==> src/rtl/exe_div_pkg.sv <==
// Shared constants and FSM state type for the EXE-stage iterative divider.
package exe_div_pkg;

  localparam int DIV_W    = 32;
  localparam int DIV_ITER = DIV_W;

  typedef enum logic [1:0] {
    IDLE = 2'd0,
    CALC = 2'd1,
    DONE = 2'd2
  } div_state_e;

endpackage

==> src/rtl/exe_div_step.sv <==
// One restoring radix-2 division step: shift {rem,quo} left, trial-subtract the divisor.
module exe_div_step #(
  parameter int W = 32
) (
  input  logic [W:0]   rem_in,
  input  logic [W-1:0] quo_in,
  input  logic [W-1:0] dvs,
  output logic [W:0]   rem_out,
  output logic [W-1:0] quo_out
);

  logic [W:0] rem_sh;
  logic [W:0] dvs_ext;
  logic       ge;

  always_comb begin
    rem_sh  = {rem_in[W-1:0], quo_in[W-1]};
    dvs_ext = {1'b0, dvs};
    ge      = (rem_sh >= dvs_ext);
    rem_out = ge ? (rem_sh - dvs_ext) : rem_sh;
    quo_out = {quo_in[W-2:0], ge};
  end

endmodule

==> src/rtl/exe_div_unit.sv <==
// Multi-cycle signed/unsigned divider for the EXE stage; stalls the pipe while busy
// and presents sign-corrected quotient/remainder with a one-cycle done pulse.
module exe_div_unit #(
  parameter int DIV_W = exe_div_pkg::DIV_W
) (
  input  logic             clk,
  input  logic             rst,
  input  logic             start,
  input  logic             is_sign,
  input  logic [DIV_W-1:0] dividend,
  input  logic [DIV_W-1:0] divisor,
  input  logic             cancel,
  output logic             stall_req,
  output logic             done,
  output logic [DIV_W-1:0] quotient,
  output logic [DIV_W-1:0] remainder
);

  import exe_div_pkg::*;

  localparam int CNT_W = $clog2(DIV_W + 1);

  div_state_e       state_q, state_d;
  logic [CNT_W-1:0] cnt_q, cnt_d;
  logic [DIV_W:0]   rem_q, rem_d;
  logic [DIV_W-1:0] quo_q, quo_d;
  logic [DIV_W-1:0] dvs_q, dvs_d;
  logic             sign_a_q, sign_a_d;
  logic             sign_b_q, sign_b_d;
  logic             is_sign_q, is_sign_d;
  logic [DIV_W-1:0] quotient_q, quotient_d;
  logic [DIV_W-1:0] remainder_q, remainder_d;

  logic [DIV_W:0]   step_rem;
  logic [DIV_W-1:0] step_quo;
  logic [DIV_W-1:0] mag_a;
  logic [DIV_W-1:0] mag_b;
  logic             neg_q;
  logic             neg_r;

  exe_div_step #(.W(DIV_W)) u_step (
    .rem_in  (rem_q),
    .quo_in  (quo_q),
    .dvs     (dvs_q),
    .rem_out (step_rem),
    .quo_out (step_quo)
  );

  always_comb begin
    mag_a = (is_sign && dividend[DIV_W-1]) ? (DIV_W'(0) - dividend) : dividend;
    mag_b = (is_sign && divisor[DIV_W-1])  ? (DIV_W'(0) - divisor)  : divisor;
    neg_q = is_sign_q && (sign_a_q ^ sign_b_q);
    neg_r = is_sign_q && sign_a_q;
  end

  // A flush also suppresses a done that would otherwise show in the same cycle.
  always_comb begin
    stall_req = ((state_q == IDLE) && start && !cancel) || (state_q == CALC);
    done      = (state_q == DONE) && !cancel;
  end

  always_comb begin
    state_d     = state_q;
    cnt_d       = cnt_q;
    rem_d       = rem_q;
    quo_d       = quo_q;
    dvs_d       = dvs_q;
    sign_a_d    = sign_a_q;
    sign_b_d    = sign_b_q;
    is_sign_d   = is_sign_q;
    quotient_d  = quotient_q;
    remainder_d = remainder_q;

    if (cancel) begin
      state_d = IDLE;
      cnt_d   = '0;
    end else begin
      case (state_q)
        IDLE: begin
          if (start) begin
            if (divisor == '0) begin
              state_d     = DONE;
              quotient_d  = '1;
              remainder_d = dividend;
            end else begin
              state_d   = CALC;
              cnt_d     = CNT_W'(DIV_W);
              rem_d     = '0;
              quo_d     = mag_a;
              dvs_d     = mag_b;
              sign_a_d  = dividend[DIV_W-1];
              sign_b_d  = divisor[DIV_W-1];
              is_sign_d = is_sign;
            end
          end
        end
        CALC: begin
          rem_d = step_rem;
          quo_d = step_quo;
          cnt_d = cnt_q - CNT_W'(1);
          // The step finishing on this edge is the last one, so publish its result now.
          if (cnt_q == CNT_W'(1)) begin
            state_d     = DONE;
            quotient_d  = neg_q ? (DIV_W'(0) - step_quo) : step_quo;
            remainder_d = neg_r ? (DIV_W'(0) - step_rem[DIV_W-1:0]) : step_rem[DIV_W-1:0];
          end
        end
        DONE: begin
          state_d = IDLE;
        end
        default: begin
          state_d = IDLE;
        end
      endcase
    end
  end

  always_ff @(posedge clk or posedge rst) begin
    if (rst) begin
      state_q     <= IDLE;
      cnt_q       <= '0;
      rem_q       <= '0;
      quo_q       <= '0;
      dvs_q       <= '0;
      sign_a_q    <= 1'b0;
      sign_b_q    <= 1'b0;
      is_sign_q   <= 1'b0;
      quotient_q  <= '0;
      remainder_q <= '0;
    end else begin
      state_q     <= state_d;
      cnt_q       <= cnt_d;
      rem_q       <= rem_d;
      quo_q       <= quo_d;
      dvs_q       <= dvs_d;
      sign_a_q    <= sign_a_d;
      sign_b_q    <= sign_b_d;
      is_sign_q   <= is_sign_d;
      quotient_q  <= quotient_d;
      remainder_q <= remainder_d;
    end
  end

  assign quotient  = quotient_q;
  assign remainder = remainder_q;

endmodule

==> config.mk <==
export PLATFORM = sky130hd
export DESIGN_NAME = exe_div_unit
export DESIGN_NICKNAME = d
export VERILOG_FILES = /design/src/rtl/exe_div_pkg.sv /design/src/rtl/exe_div_step.sv /design/src/rtl/exe_div_unit.sv
export SDC_FILE = /design/constraint.sdc
export NUM_CORES = 1
export LEC_CHECK = 0
export ABC_AREA = 1
export BUFFER_PORTS_ARGS = -buffer_cell sky130_fd_sc_hd__buf_2
export CAP_MARGIN = 20
export CELL_PAD_IN_SITES_DETAIL_PLACEMENT = 1
export CELL_PAD_IN_SITES_GLOBAL_PLACEMENT = 1
export CORE_MARGIN = 3
export CORE_UTILIZATION = 44
export CTS_BUF_LIST = sky130_fd_sc_hd__clkbuf_2 sky130_fd_sc_hd__clkbuf_4 sky130_fd_sc_hd__clkbuf_8
export DETAILED_ROUTE_END_ITERATION = 8
export GPL_TIMING_DRIVEN = 0
export PLACE_DENSITY_LB_ADDON = 0.1
export REMOVE_ABC_BUFFERS = 1
export SYNTH_ARGS = -nofsm -noshare
export SYNTH_HDL_FRONTEND = slang
export SYNTH_SLANG_ARGS = --single-unit
==> constraint.sdc <==
create_clock -name clk -period 7.15 [get_ports clk]
set_clock_uncertainty 0.15 [all_clocks]
set_input_delay 0.715 -clock clk [delete_from_list [all_inputs] [get_ports clk]]
set_output_delay 0.715 -clock clk [all_outputs]
set_load 0.005 [all_outputs]
* Word level (Yosys, flattened, before mapping)
Index checks and enable logic that the tools add are counted.
** Storage, ports and cells
- Register bits :: 171
- Input bits :: 69
- Logic and storage cells :: 76
** Operators by class
- Add/subtract/negate cells :: 6
- $lt $le $gt $ge :: 1
- Equality and inequality tests :: 10
- Multiplexer cells :: 28
- Bitwise logic cells :: 3
- Reduce and logical (&&, ||, !) cells :: 18
** Operators with widths (number)
- two-way mux 32 bit :: 15
- case mux 32 bit (2 select lines) :: 4
- subtractor 1 x 32 -> 32 bit (first input constant) :: 4
- >= comparator 33 x 32 -> 1 bit :: 1
- zero test 32 bit :: 1
- subtractor 32 bit :: 1
- two-way mux 6 bit :: 3
- case mux 6 bit (2 select lines) :: 1
- two-way mux 2 bit :: 4
- AND reduction 4 bit :: 2
- logical AND 1 bit :: 7
- equality test 6 x 1 -> 1 bit (second input constant) :: 1
- inequality test 3 bit (second input constant) :: 2
- subtractor 6 x 1 -> 6 bit (second input constant) :: 1
- AND reduction 5 bit :: 1
- inequality test 2 x 1 -> 1 bit (second input constant) :: 2
- inequality test 2 bit (second input constant) :: 2
- case mux 2 bit (2 select lines) :: 1
- inequality test 3 x 2 -> 1 bit (second input constant) :: 1
- AND reduction 3 bit :: 1
- nonzero test 3 bit :: 1
- equality test 2 x 1 -> 1 bit (second input constant) :: 1
- equality test 2 bit (second input constant) :: 1
- zero test 2 bit :: 1
- 6 further kinds :: 7

* Longest topological paths before layout
- Depth after elaboration :: 6
- Gate-level depth with buffers :: 27

* Modules after synthesis
A second synthesis with hierarchy kept.
** Second synthesis, totals
- Cells, all modules :: 2590
- Area, all modules :: 15140.8 µm²
** By module, submodules not included
- exe_div_unit :: instances 1, cells each 1862, area an instance 11652.4 µm², sequential area each 4304.1 µm²
- exe_div_step :: instances 1, cells each 728, area an instance 3488.3 µm², sequential area each 0.0 µm²

* Least setup slack after synthesis
OpenSTA, ideal clock, no wires.
- Path kind :: register to register
- Start :: register rem_q[7]
- End :: register quotient_q[26], in the netlist quotient[26]
- Library setup time :: 0.123 ns
- Arrival time :: 3.499 ns
- Required time :: 6.877 ns
- Setup slack :: 3.378 ns
- Stages on the path, launching flop included :: 25
- Path through :: dfrtp_1 -> ha_1 -> nand2_2 -> inv_2 -> nand2_1 -> nand2_2 -> inv_2 -> nand3_4 -> nand2_4 -> nand2_4 -> a21oi_1 -> buf_2 -> ha_1 -> nand3_1 -> nor3_2 -> nand3_1 -> nor3_2 -> nand4_1 -> nor2_1 -> nand3_1 -> nor2_1 -> nand3_1 -> o21ai_2 -> nor3b_1 -> o21ai_1
** Between the ends
- Longest elaborated chain between the ends :: 5
** Ends and longest elaborated chain
- start: declaration :: RTL line exe_div_unit.sv:25 : logic [DIV_W:0] rem_q, rem_d;
- start signal: assignment :: RTL line exe_div_unit.sv:133 : rem_q <= rem_d;
- >= comparator 33 x 32 -> 1 bit :: RTL line exe_div_step.sv:19 : ge = (rem_sh >= dvs_ext);
- subtractor 1 x 32 -> 32 bit :: RTL line exe_div_unit.sv:104 : quotient_d = neg_q ? (DIV_W'(0) - step_quo) : step_quo;
- two-way mux 32 bit :: RTL line exe_div_unit.sv:104
- two-way mux 32 bit :: RTL line exe_div_unit.sv:102 : if (cnt_q == CNT_W'(1)) begin
- case mux 32 bit (2 select lines) :: RTL line exe_div_unit.sv:78 : case (state_q)
- end signal: assignment :: RTL line exe_div_unit.sv:139 : quotient_q <= quotient_d;
- end: declaration :: RTL line exe_div_unit.sv:31 : logic [DIV_W-1:0] quotient_q, quotient_d;
No other way between the ends. The select of a mux whose other input is x is not followed.
A chain may end at the register's enable or synchronous reset.

* Worst setup path after layout
- Start :: register rem_q[3]
- End :: register quotient_q[26], in the netlist quotient[26]
The elaborated chain is that of the path after synthesis.

==> key figures <==
Status
  – Result of the run: finished, final reports clean

Finish
  – Layout Nets: roughly 2.3k
  – Synth-to-layout area growth: 10.9%
  – Diodes inserted: 0
  – Footprint of the multi-input gates: 7880 um2
  – FILL cells: approximately 4.1k
  – Layout cells sized above 1: 14.0%
  – FF+latch area: 4280 um2
  – Final Non-Filler Cells: 2609
  – Util after Layout: 50.2%

Global routing
  – First-pass GRT wire length: 76500 um
  – Global-route usage over all layers: between 20% and 30%
  – Initial antenna violation count: 1
  – Largest net degree at the start of global routing: 120
  – Grt ovf: 0
  – Vias in the first global route: 14.7k

Clock tree
  – CTS Buffer Depth: 2
  – Clock sink total: 171
  – CTS tree: built
  – Post-CTS sizing: 0
  – Root buffer cell: clkbuf_8
  – Clk pin slew, worst setup/hold paths: 120 ps
  – Number of hold buffers added after cts: 0
  – Latest clock arrival within the worst-skew pair: around 530 ps
  – Cts bufs inserted: 17
  – # H-tree levels: 4
  – Setup bufs post-CTS: 0

Yosys
  – Post-synthesis sequential area ratio: 31.4%
  – Top cells by area, synth: dfrtp_1, nand2_1, inv_1
  – Asr flop ratio synth: 100%
  – Synth top cells by count: nand2_1, inv_1, dfrtp_1
  – Post-synth top area cell: dfrtp_1
  – Top_reg_cell synth: dfrtp_1
  – Seq cells post-synth: 171
  – Post-Synthesis Cells: between 2k and 2.5k
  – Top-count cell post-synth: nand2_1
  – Post-synthesis average cell area: 6.46 um2
  – Yosys warnings: 0
  – Top cell type's share of synthesized area: 31.4%
  – Synth cell types: 56
  – Netlist Area Pre-Place: roughly 14000 um2
  – EDFF count, synth: 0

Setup path
  – R2r endpoint: quotient[26]
  – R2R Path Start: rem_q[3]
  – CP Max Fanout: 7
  – CP Data Required Time: 7420 ps
  – Arr. time, crit path: 5420 ps
  – Worst R2R Path Depth: 24
  – CP Capture Type: register
  – CP Launch Type: register
  – CP Class: register to register
  – Reg2Reg Setup Slack: 2000 ps

STA
  – Tmin final: 5150 ps
  – Worst-case hold slack: 38.0 ps
  – RSZ-0062 raised after global routing: false
  – Max-slew headroom: 33.3%
  – Fin. max-slew vios: 0
  – Worst setup margin: 2000 ps
  – Tightest Pin Transition: 999 ps
  – Setup violators final: 0
  – Period Utilization, post-route: between 70 and 80%
  – Fmax: 194 MHz
  – Fin. Hold Viols: 0

Min path
  – Tightest Hold Check Type: input pin to asynchronous set/reset pin

Die
  – Row count: 63
  – Die span in x: 182 um
  – Initial Util: 45.2%
  – Die ar.: 33100 um2
  – I/O pins: around 140
  – Die Ht: roughly 180 um
  – Core area: around 30000 um2

Power and ir drop
  – VDD IR max: 218 uV
  – Pwr Total: 7180 uW
  – Cell leakage power: 0.00783 uW
  – Pwr Density: 475 nW/um2

Drt
  – DR pass1 iterations: 6
  – Via Count: 14.3k
  – DRT iter0 DRCs: between 700 and 800
  – Wire length per cell: 18.1 um
  – Total routed wirelength: roughly 47000 um
  – Post-route ant nets: 0
  – DR vias/cell: 5.49
  – DRC viols: 0

Flow run
  – Max-cap violations: 0

Placement
  – HPWL after detailed placement: around 37000 um
  – DP Cell Count: 2575
  – Setup WS pre-CTS: about 1700 ps
  – Buffers on Ports: 134
  – Final GP Congestion: 0.940
[worst max-delay path by stage]
stage	startpoint	endpoint	cells past startpoint
4_1_cts	rem_q[3]	quotient[26]	23
3_5_place_dp	rem_q[3]	quotient[26]	23
5_1_grt	rem_q[3]	quotient[26]	24
6_report	rem_q[3]	quotient[26]	24
3_3_place_gp	state_q[0]	quotient[13]	9
2_1_floorplan	state_q[0]	quotient[13]	9
[metal layers]
| metal | wire [um] | track usage, % | up-vias | part of all wire, % |
|---|---|---|---|---|
| li1 | - | - | 6939 | - |
| met1 | 21200 | 37.8 | 6984 | 45 |
| met2 | 22900 | 49.3 | 322 | 48 |
| met3 | 2210 | 4.13 | 66 | 4.7 |
| met4 | 1050 | 7.65 | 0 | 2.2 |
| met5 | 0 | 0 | - | 0 |
[state kept, by name (all words and copies together) (netlist names)]
register,count
remainder,32
sign_b_q,1
dvs_q,32
sign_a_q,1
quotient,32
rem_q,32
quo_q,32
state_q,2
is_sign_q,1
cnt_q,6
[kinds of logic after synthesis]
group           count (synthesis)  synth area share, %
xor+xnor                       41                 2.64
compound gates                344                 14.5
buf+inv                       372                 10.9
fa+ha+maj                      39                 3.64
simple gates                 1142                 36.9
flops                         171                 31.4
[power by group]
group	switching [uW]	internal, uW	total, uW
combinational	3270	1510	4790
sequential	296	1330	1620
clock	446	324	770
total	4020	3160	7180
[critical path, cell delays in order, from the launching register on]
cell and delay [ps]:
dfrtp_1 450, ha_1 390, nand2_1 110, inv_1 80, nand2_1 100, nand2_1 70
nand2_1 100, nand3_4 120, nand2_4 90, nand2_4 60, a21oi_1 490, buf_4 280
ha_1 210, nand3_1 160, nor3_2 230, nand3_1 170, nor3_2 270, nand4_1 220
nor2_1 240, nand3_1 200, nor2_1 150, nand3_1 120, o21ai_2 260, nor3b_1 240
o21ai_1 80
[cell type report]
cell class                 instances  share of cell area [%]
clock buffer                      17                    1.55
clock inverter                    15                    1.16
inverter                         303                    7.58
multi-input combinational       1566                    52.1
sequential                       171                    28.3
tap                              390                    3.23
timing repair buffer             147                    6.04
[through the flow]
step,setup TNS [ps],cell area [um2]
3_5_place_dp,0,14700
5_1_grt,0,15100
2_1_floorplan,0,13300
3_3_place_gp,-572960,14400
4_1_cts,0,15100
6_report,0,15100
[placed cells by master (no fill, tap or decap), types with 20 or more instances in the layout]
cell       n
inv_1    281
a21oi_1   62
nand2_2   31
buf_2    134
xor2_1    35
ha_1      38
o21ai_1   25
nor2_1   168
nand3_1  165
nand2_1  642
nor2_2    20
nor3_1    24
dfrtp_1  171
nand4_1   24
o21ai_0  157
No activity file was read; power rests on OpenSTA's default activity.
